`config.mk`:
```
export PLATFORM = sky130hd
export DESIGN_NAME = lamp_sequence_monitor_flat
export DESIGN_NICKNAME = d
export VERILOG_FILES = /design/src/rtl/lamp_pkg.sv /design/src/rtl/lamp_sequence_monitor_if.sv /design/src/rtl/lamp_decode.sv /design/src/rtl/lamp_sequence_monitor.sv /design/src/flat_wrapper.sv
export SDC_FILE = /design/constraint.sdc
export NUM_CORES = 1
export LEC_CHECK = 0
export ABC_CLOCK_PERIOD_IN_PS = 7600
export BUFFER_PORTS_ARGS = -buffer_cell sky130_fd_sc_hd__buf_2
export CAP_MARGIN = 30
export CORE_MARGIN = 2
export CORE_UTILIZATION = 55
export CTS_CLUSTER_DIAMETER = 80
export DETAILED_ROUTE_END_ITERATION = 16
export GPL_ROUTABILITY_DRIVEN = 0
export PLACE_DENSITY = 0.8
export SLEW_MARGIN = 10
export SYNTH_ARGS = -nofsm -noshare
export SYNTH_HDL_FRONTEND = slang
export SYNTH_HIERARCHICAL = 1
export SYNTH_SLANG_ARGS = --single-unit
```
`constraint.sdc`:
```
create_clock -name clock -period 7.6 [get_ports clock]
set_input_delay 0.76 -clock clock [delete_from_list [all_inputs] [get_ports clock]]
set_output_delay 0.76 -clock clock [all_outputs]
set_load 0.05 [all_outputs]
```
`src/rtl/lamp_pkg.sv`:
```
// lamp_pkg: shared lamp colours, phase/state encodings, fault codes and next-colour helper
// Imported by lamp_decode, lamp_sequence_monitor and the benches.
package lamp_pkg;
  localparam logic [0:2] RED    = 3'b100;
  localparam logic [0:2] GREEN  = 3'b010;
  localparam logic [0:2] YELLOW = 3'b001;
  typedef enum logic [1:0] {PH_NONE, PH_GREEN, PH_YELLOW, PH_RED} phase_t;
  typedef enum logic [1:0] {SYNC, RUN, FAULT} state_t;
  localparam logic [2:0] FC_NONE    = 3'd0;
  localparam logic [2:0] FC_ILLEGAL = 3'd1;
  localparam logic [2:0] FC_ORDER   = 3'd2;
  localparam logic [2:0] FC_SHORT   = 3'd3;
  localparam logic [2:0] FC_TIMEOUT = 3'd4;
  function automatic phase_t next_colour(input phase_t p);
    return p == PH_GREEN ? PH_YELLOW : p == PH_YELLOW ? PH_RED : p == PH_RED ? PH_GREEN : PH_NONE;
  endfunction
endpackage

```
`src/rtl/lamp_sequence_monitor_if.sv`:
```
// lamp_sequence_monitor_if: lamp bus plus monitor status outputs
// master: drives light/clear, reads status; slave: the monitor itself.
// light [0:2] (bit0=R, bit1=G, bit2=Y), clear, phase, in_sync, fault, fault_code, dwell, cycles.
interface lamp_sequence_monitor_if #(parameter int CNT_W = 8);
  logic [0:2]       light;
  logic             clear;
  logic [1:0]       phase;
  logic             in_sync;
  logic             fault;
  logic [2:0]       fault_code;
  logic [CNT_W-1:0] dwell;
  logic [CNT_W-1:0] cycles;
  modport master (output light, clear, input phase, in_sync, fault, fault_code, dwell, cycles);
  modport slave  (input light, clear, output phase, in_sync, fault, fault_code, dwell, cycles);
endinterface

```
`src/rtl/lamp_decode.sv`:
```
// lamp_decode: combinational map of the lamp bus to a phase and a one-hot flag
// i_light: observed lamp bus; o_phase: decoded colour (PH_NONE if not a colour); o_onehot: exactly one lamp lit.
module lamp_decode
  import lamp_pkg::*;
(
  input  logic [0:2] i_light,
  output phase_t     o_phase,
  output logic       o_onehot
);
  assign o_onehot = $onehot(i_light);
  assign o_phase  = i_light == GREEN ? PH_GREEN : i_light == YELLOW ? PH_YELLOW : i_light == RED ? PH_RED : PH_NONE;
endmodule

```
`src/rtl/lamp_sequence_monitor.sv`:
```
// lamp_sequence_monitor: checks GREEN->YELLOW->RED order and dwell of the lamp bus, latching the first fault
// clock: rising-edge clock; reset_n: async active-low reset; bus: slave modport (light/clear in, status out).
// Optional LAMP_MON_AUTORECOVER_EN: a GREEN sample while in FAULT re-enters RUN (fault_code stays sticky).
module lamp_sequence_monitor
  import lamp_pkg::*;
#(
  parameter int CNT_W     = 8,
  parameter int MIN_DWELL = 1,
  parameter int MAX_DWELL = 16
)(
  input  logic clock,
  input  logic reset_n,
  lamp_sequence_monitor_if.slave bus
);
  localparam logic [CNT_W-1:0] MIN_D = CNT_W'(MIN_DWELL);
  localparam logic [CNT_W-1:0] MAX_D = CNT_W'(MAX_DWELL);
  localparam logic [CNT_W-1:0] ONE   = CNT_W'(1);
  state_t           r_state;
  phase_t           r_phase;
  logic             r_in_sync;
  logic             r_fault;
  logic [2:0]       r_code;
  logic [CNT_W-1:0] r_dwell;
  logic [CNT_W-1:0] r_cycles;
  phase_t           w_ph;
  phase_t           w_nxt;
  logic             w_onehot;
  logic [2:0]       w_cause;
  lamp_decode u_decode (.i_light(bus.light), .o_phase(w_ph), .o_onehot(w_onehot));
  assign w_nxt = next_colour(r_phase);
  // Fault cause for a RUN-state sample, in priority order; FC_NONE means advance or hold.
  always_comb begin
    w_cause = !w_onehot ? FC_ILLEGAL :
              (w_ph != r_phase && w_ph != w_nxt) ? FC_ORDER :
              (w_ph == w_nxt && r_dwell < MIN_D) ? FC_SHORT :
              (w_ph == r_phase && r_dwell == MAX_D) ? FC_TIMEOUT : FC_NONE;
  end
  always_ff @(posedge clock or negedge reset_n) begin
    if (!reset_n) begin
      r_state   <= SYNC;
      r_phase   <= PH_NONE;
      r_in_sync <= 1'b0;
      r_fault   <= 1'b0;
      r_code    <= FC_NONE;
      r_dwell   <= '0;
      r_cycles  <= '0;
    end else if (bus.clear) begin
      r_state   <= SYNC;
      r_phase   <= PH_NONE;
      r_in_sync <= 1'b0;
      r_fault   <= 1'b0;
      r_code    <= FC_NONE;
      r_dwell   <= '0;
      r_cycles  <= '0;
    end else begin
      case (r_state)
        SYNC: if (w_ph == PH_GREEN) begin
          r_state   <= RUN;
          r_phase   <= PH_GREEN;
          r_dwell   <= ONE;
          r_in_sync <= 1'b1;
        end
        RUN: if (w_cause != FC_NONE) begin
          r_state   <= FAULT;
          r_fault   <= 1'b1;
          r_in_sync <= 1'b0;
          // Only the first cause since the last clear is kept.
          r_code    <= r_code == FC_NONE ? w_cause : r_code;
        end else if (w_ph == w_nxt) begin
          r_phase  <= w_nxt;
          r_dwell  <= ONE;
          r_cycles <= w_nxt == PH_GREEN ? r_cycles + ONE : r_cycles;
        end else begin
          r_dwell <= r_dwell + ONE;
        end
`ifdef LAMP_MON_AUTORECOVER_EN
        FAULT: if (w_ph == PH_GREEN) begin
          r_state   <= RUN;
          r_phase   <= PH_GREEN;
          r_dwell   <= ONE;
          r_in_sync <= 1'b1;
          r_fault   <= 1'b0;
        end
`endif
        default: ;
      endcase
    end
  end
  assign bus.phase      = r_phase;
  assign bus.in_sync    = r_in_sync;
  assign bus.fault      = r_fault;
  assign bus.fault_code = r_code;
  assign bus.dwell      = r_dwell;
  assign bus.cycles     = r_cycles;
endmodule

```
`src/flat_wrapper.sv`:
```
// flat-port wrapper written by rule: the top's interface ports become plain ports
module lamp_sequence_monitor_flat import lamp_pkg::*;
#(
  parameter int CNT_W     = 8,
  parameter int MIN_DWELL = 1,
  parameter int MAX_DWELL = 16
)
  (clock, reset_n, bus_light, bus_clear, bus_phase, bus_in_sync, bus_fault, bus_fault_code, bus_dwell, bus_cycles);
  lamp_sequence_monitor_if #(.CNT_W(CNT_W)) bus_i ();
  input  logic clock;
  input  logic reset_n;
  input wire logic [$bits(bus_i.light)-1:0] bus_light;
  input wire logic [$bits(bus_i.clear)-1:0] bus_clear;
  output wire logic [$bits(bus_i.phase)-1:0] bus_phase;
  output wire logic [$bits(bus_i.in_sync)-1:0] bus_in_sync;
  output wire logic [$bits(bus_i.fault)-1:0] bus_fault;
  output wire logic [$bits(bus_i.fault_code)-1:0] bus_fault_code;
  output wire logic [$bits(bus_i.dwell)-1:0] bus_dwell;
  output wire logic [$bits(bus_i.cycles)-1:0] bus_cycles;
  assign bus_i.light = bus_light;
  assign bus_i.clear = bus_clear;
  assign bus_phase = bus_i.phase;
  assign bus_in_sync = bus_i.in_sync;
  assign bus_fault = bus_i.fault;
  assign bus_fault_code = bus_i.fault_code;
  assign bus_dwell = bus_i.dwell;
  assign bus_cycles = bus_i.cycles;
  lamp_sequence_monitor #(.CNT_W(CNT_W), .MIN_DWELL(MIN_DWELL), .MAX_DWELL(MAX_DWELL)) u_core (.clock(clock), .reset_n(reset_n), .bus(bus_i));
endmodule
```
==> results.yml <==
clock_tree:
  clock_path_buffers: 2
  cts_tree: "built"
  post_cts_resize_count: 0
  path_clk_slew_ns: 0.13
  cts.hold.buffers_added: 0
  clock-sinks: 24
  cts_max_level: 1
  postCtsSetupBuffers: 0
  cts_root_buf: "clkbuf_4"
  clk_latency_ns: 0.31
  cts_buffers: 3
sta:
  period_minus_slack_ns: 3.03
  maxSlewHeadroom: 0.412
  worstMarginPinSlew_ns: 0.880
  final.period_utilization: 0.398
  grt_setup_unrepaired: "false"
  hold_viol_final: 0
  max_freq_mhz: 331
  slew_viol_final: 0
  setup_viol: 0
  finClkSkew_ns: 0.000796
  tns_ns: 0
flow_run:
  cap_violations: 0
worst_setup_path:
  cp_slowest_stage_delay_ns: 0.83
  worstPathArrival_ns: 3.24
  criticalPathCategory: "in2reg"
  cp_slowest_cell: "a2111oi_2"
  crit_family: "compound AO/OA/AOI/OAI gates"
  path_cells: "buf_2 -> fa_1 -> nor2b_1 -> nand3_1 -> a2111oi_2 -> nand4_1 -> xor2_1 -> nor2_1"
  path_buf_inv: 1
  start_kind: "primary input"
  r2r_end: "u_core/bus.phase[0]"
  r2r_cells: 8
  crit-reg2reg-launch: "u_core/bus.dwell[0]"
  crit_fanout: 8
  endpoint_kind: "flop"
  critPathRequiredTime_ns: 7.81
  regToRegSetupSlack_ns: 4.59
yosys:
  synth_area_per_cell_sq_um: 9.80
  synth_cell_type_count: 41
  ys_seq_area_frac: 0.406
  synthesis.instances: 151
  ys_ff_latch: 24
  yosys_warnings: 6
  syn_nets: 164
  synth_area_sq_um: 1480
worst_hold_path:
  hold_path.class: "in2async"
finish:
  fin_nets: 194
  area_growth_pct: 12.7
  drive_above_1_share: 0.239
  antenna_cells: 0
  layout.cells.non_filler: 210
detailed_routing:
  drtIter0Drc: 59
  wl_per_cell_microns: 15.2
  detail_route.first_pass.iterations: 5
  routed_wl_microns: 3190
  num_vias: 1281
  via_per_inst: 6.10
  drc_errors: 0
  drtAntennaViolNets: 0
power:
  powerDensity_nw_per_um2: 159
  ir_drop_mv: 0.137
  power_leakage_uw: 0.000825
  p_sw_uw: 85.5
  p_comb_frac: 0.234
  clkPwrFrac: 0.253
  p_int_uw: 180
  seq_power_share: 0.513
  power.share.switching: 0.322
grt:
  antenna_found_initial: 0
  grt_pass1_wl_microns: 5160
  grt_use_total: 0.210
  overflow: 0
  grt_max_degree: 25
  grt_pass1_vias: 1181
floorplanning:
  rows: 18
  top_level_ports: 29
  die-area_sq_um: 3120
  core-area_sq_um: 2520
  initial_core_util: 0.587
  fp.dieW_microns: 55.9
  die_y_microns: 55.9
placement:
  hpwl_microns: 2420
  port_buffers: 28
  dp.cells: 206
outcome:
  status: "complete, no violations"
synth_stat cells:
cell,n,area share
mux2_4,1,0.010
nand4_1,7,0.030
a21o_1,2,0.010
o41a_1,1,0.0076
o21a_1,1,0.0051
nor3_2,1,0.0068
a41oi_2,1,0.011
a21oi_1,5,0.017
o31ai_1,8,0.041
nor3_4,1,0.011
o21ai_0,8,0.027
and4_1,1,0.0059
nor2_2,1,0.0042
or4b_4,2,0.019
and3_1,3,0.013
nor4_1,1,0.0042
a211oi_1,3,0.015
or2_2,1,0.0042
or4b_2,1,0.0068
buf_6,2,0.015
nand2b_1,2,0.0085
xor2_1,8,0.047
clkbuf_1,1,0.0025
mux2i_1,2,0.014
a2111oi_2,1,0.010
nor2b_1,2,0.0085
nand3_1,6,0.020
and2_2,1,0.0051
dfrtp_1,24,0.41
nand2_1,7,0.018
xnor2_1,5,0.030
o2111a_1,1,0.0076
inv_1,8,0.020
a2111oi_0,1,0.0059
and2_1,2,0.0085
ha_1,6,0.051
fa_1,1,0.014
o21bai_1,1,0.0051
nor2_1,19,0.048
or3_1,1,0.0042
o22ai_1,1,0.0042
layer usage:
layer | wire length (microns) | vias to the layer above | track usage
li1 | - | 603 | -
met1 | 1350 | 622 | 0.240
met2 | 1650 | 54 | 0.391
met3 | 168 | 2 | 0.0535
met4 | 14 | 0 | 0.0476
met5 | 0 | - | 0
cells by family after synthesis:
group	Yosys count	synth area share
AOI/OAI and AO/OA	34	0.167
xor gates and xnor gates	13	0.0769
adders and majority gates	7	0.0642
buffers and inverters	11	0.0380
DFF	24	0.406
muxes	3	0.0237
and+or+nand+nor	59	0.225
flip-flops by register name, summed over array words and instances (netlist names):
register / flops
u_core/bus.phase: 2
u_core/bus.dwell: 8
u_core/bus.fault_code: 3
u_core/bus.fault: 1
u_core/bus.cycles: 8
u_core/r_state: 2
power by group through the flow:
| stage | logic (uW) | clock network (uW) | registers [uW] |
|---|---|---|---|
| floorplan | 35.4 | 0 | 148 |
| global placement | 58.5 | 0 | 138 |
| detailed placement | 61.2 | 0 | 139 |
| CTS | 61.3 | 70.0 | 136 |
| global route | 66.8 | 76.0 | 137 |
| finish | 62.0 | 67.1 | 136 |
layout make-up:
cell class,count,area [sq um]
fillers,222,855
multi-input cells,116,823
flip-flops and latches,24,601
repair buffers,28,140
well taps,30,37.5
clock buffers,4,36.3
inverters,8,30.0
through the flow:
step	instance area (sq um)	power (uW)	hold WS (ns)	util	setup WS [ns]
6_report	1670	265	0.401	0.661	4.57
5_1_grt	1670	280	0.428	0.661	4.42
4_1_cts	1670	267	0.415	0.661	4.61
3_5_place_dp	1630	200	0.471	0.647	4.27
3_3_place_gp	1630	197	0.463	0.647	4.40
2_1_floorplan	1480	184	0.464	-	4.71
worst max path at each step:
stage	start	endpoint	cells past startpoint
after floorplan	bus_light[0]	u_core/bus.cycles[7]	7
after global placement	bus_light[0]	u_core/bus.cycles[7]	8
after detailed placement	bus_light[0]	u_core/bus.cycles[5]	8
after CTS	u_core/bus.dwell[0]	u_core/bus.phase[0]	8
after global routing	bus_light[0]	u_core/bus.cycles[5]	8
final	bus_light[0]	u_core/bus.cycles[5]	8
placed cells by master (no fill, tap or decap), types with 2 or more instances in the layout:
| master | n |
|---|---|
| o21ai_0 | 8 |
| xnor2_1 | 5 |
| inv_1 | 8 |
| nand2_1 | 7 |
| nor2_1 | 19 |
| a21o_1 | 2 |
| buf_2 | 28 |
| or4b_4 | 2 |
| and2_1 | 2 |
| mux2i_1 | 2 |
| a21oi_1 | 5 |
| o31ai_1 | 8 |
| a211oi_1 | 3 |
| nand4_1 | 7 |
| xor2_1 | 8 |
| nor2b_1 | 2 |
| nand3_1 | 6 |
| ha_1 | 6 |
| clkbuf_4 | 3 |
| and3_1 | 3 |
| dfrtp_1 | 24 |
| nand2b_1 | 2 |
(Power assumes the default switching activity.)
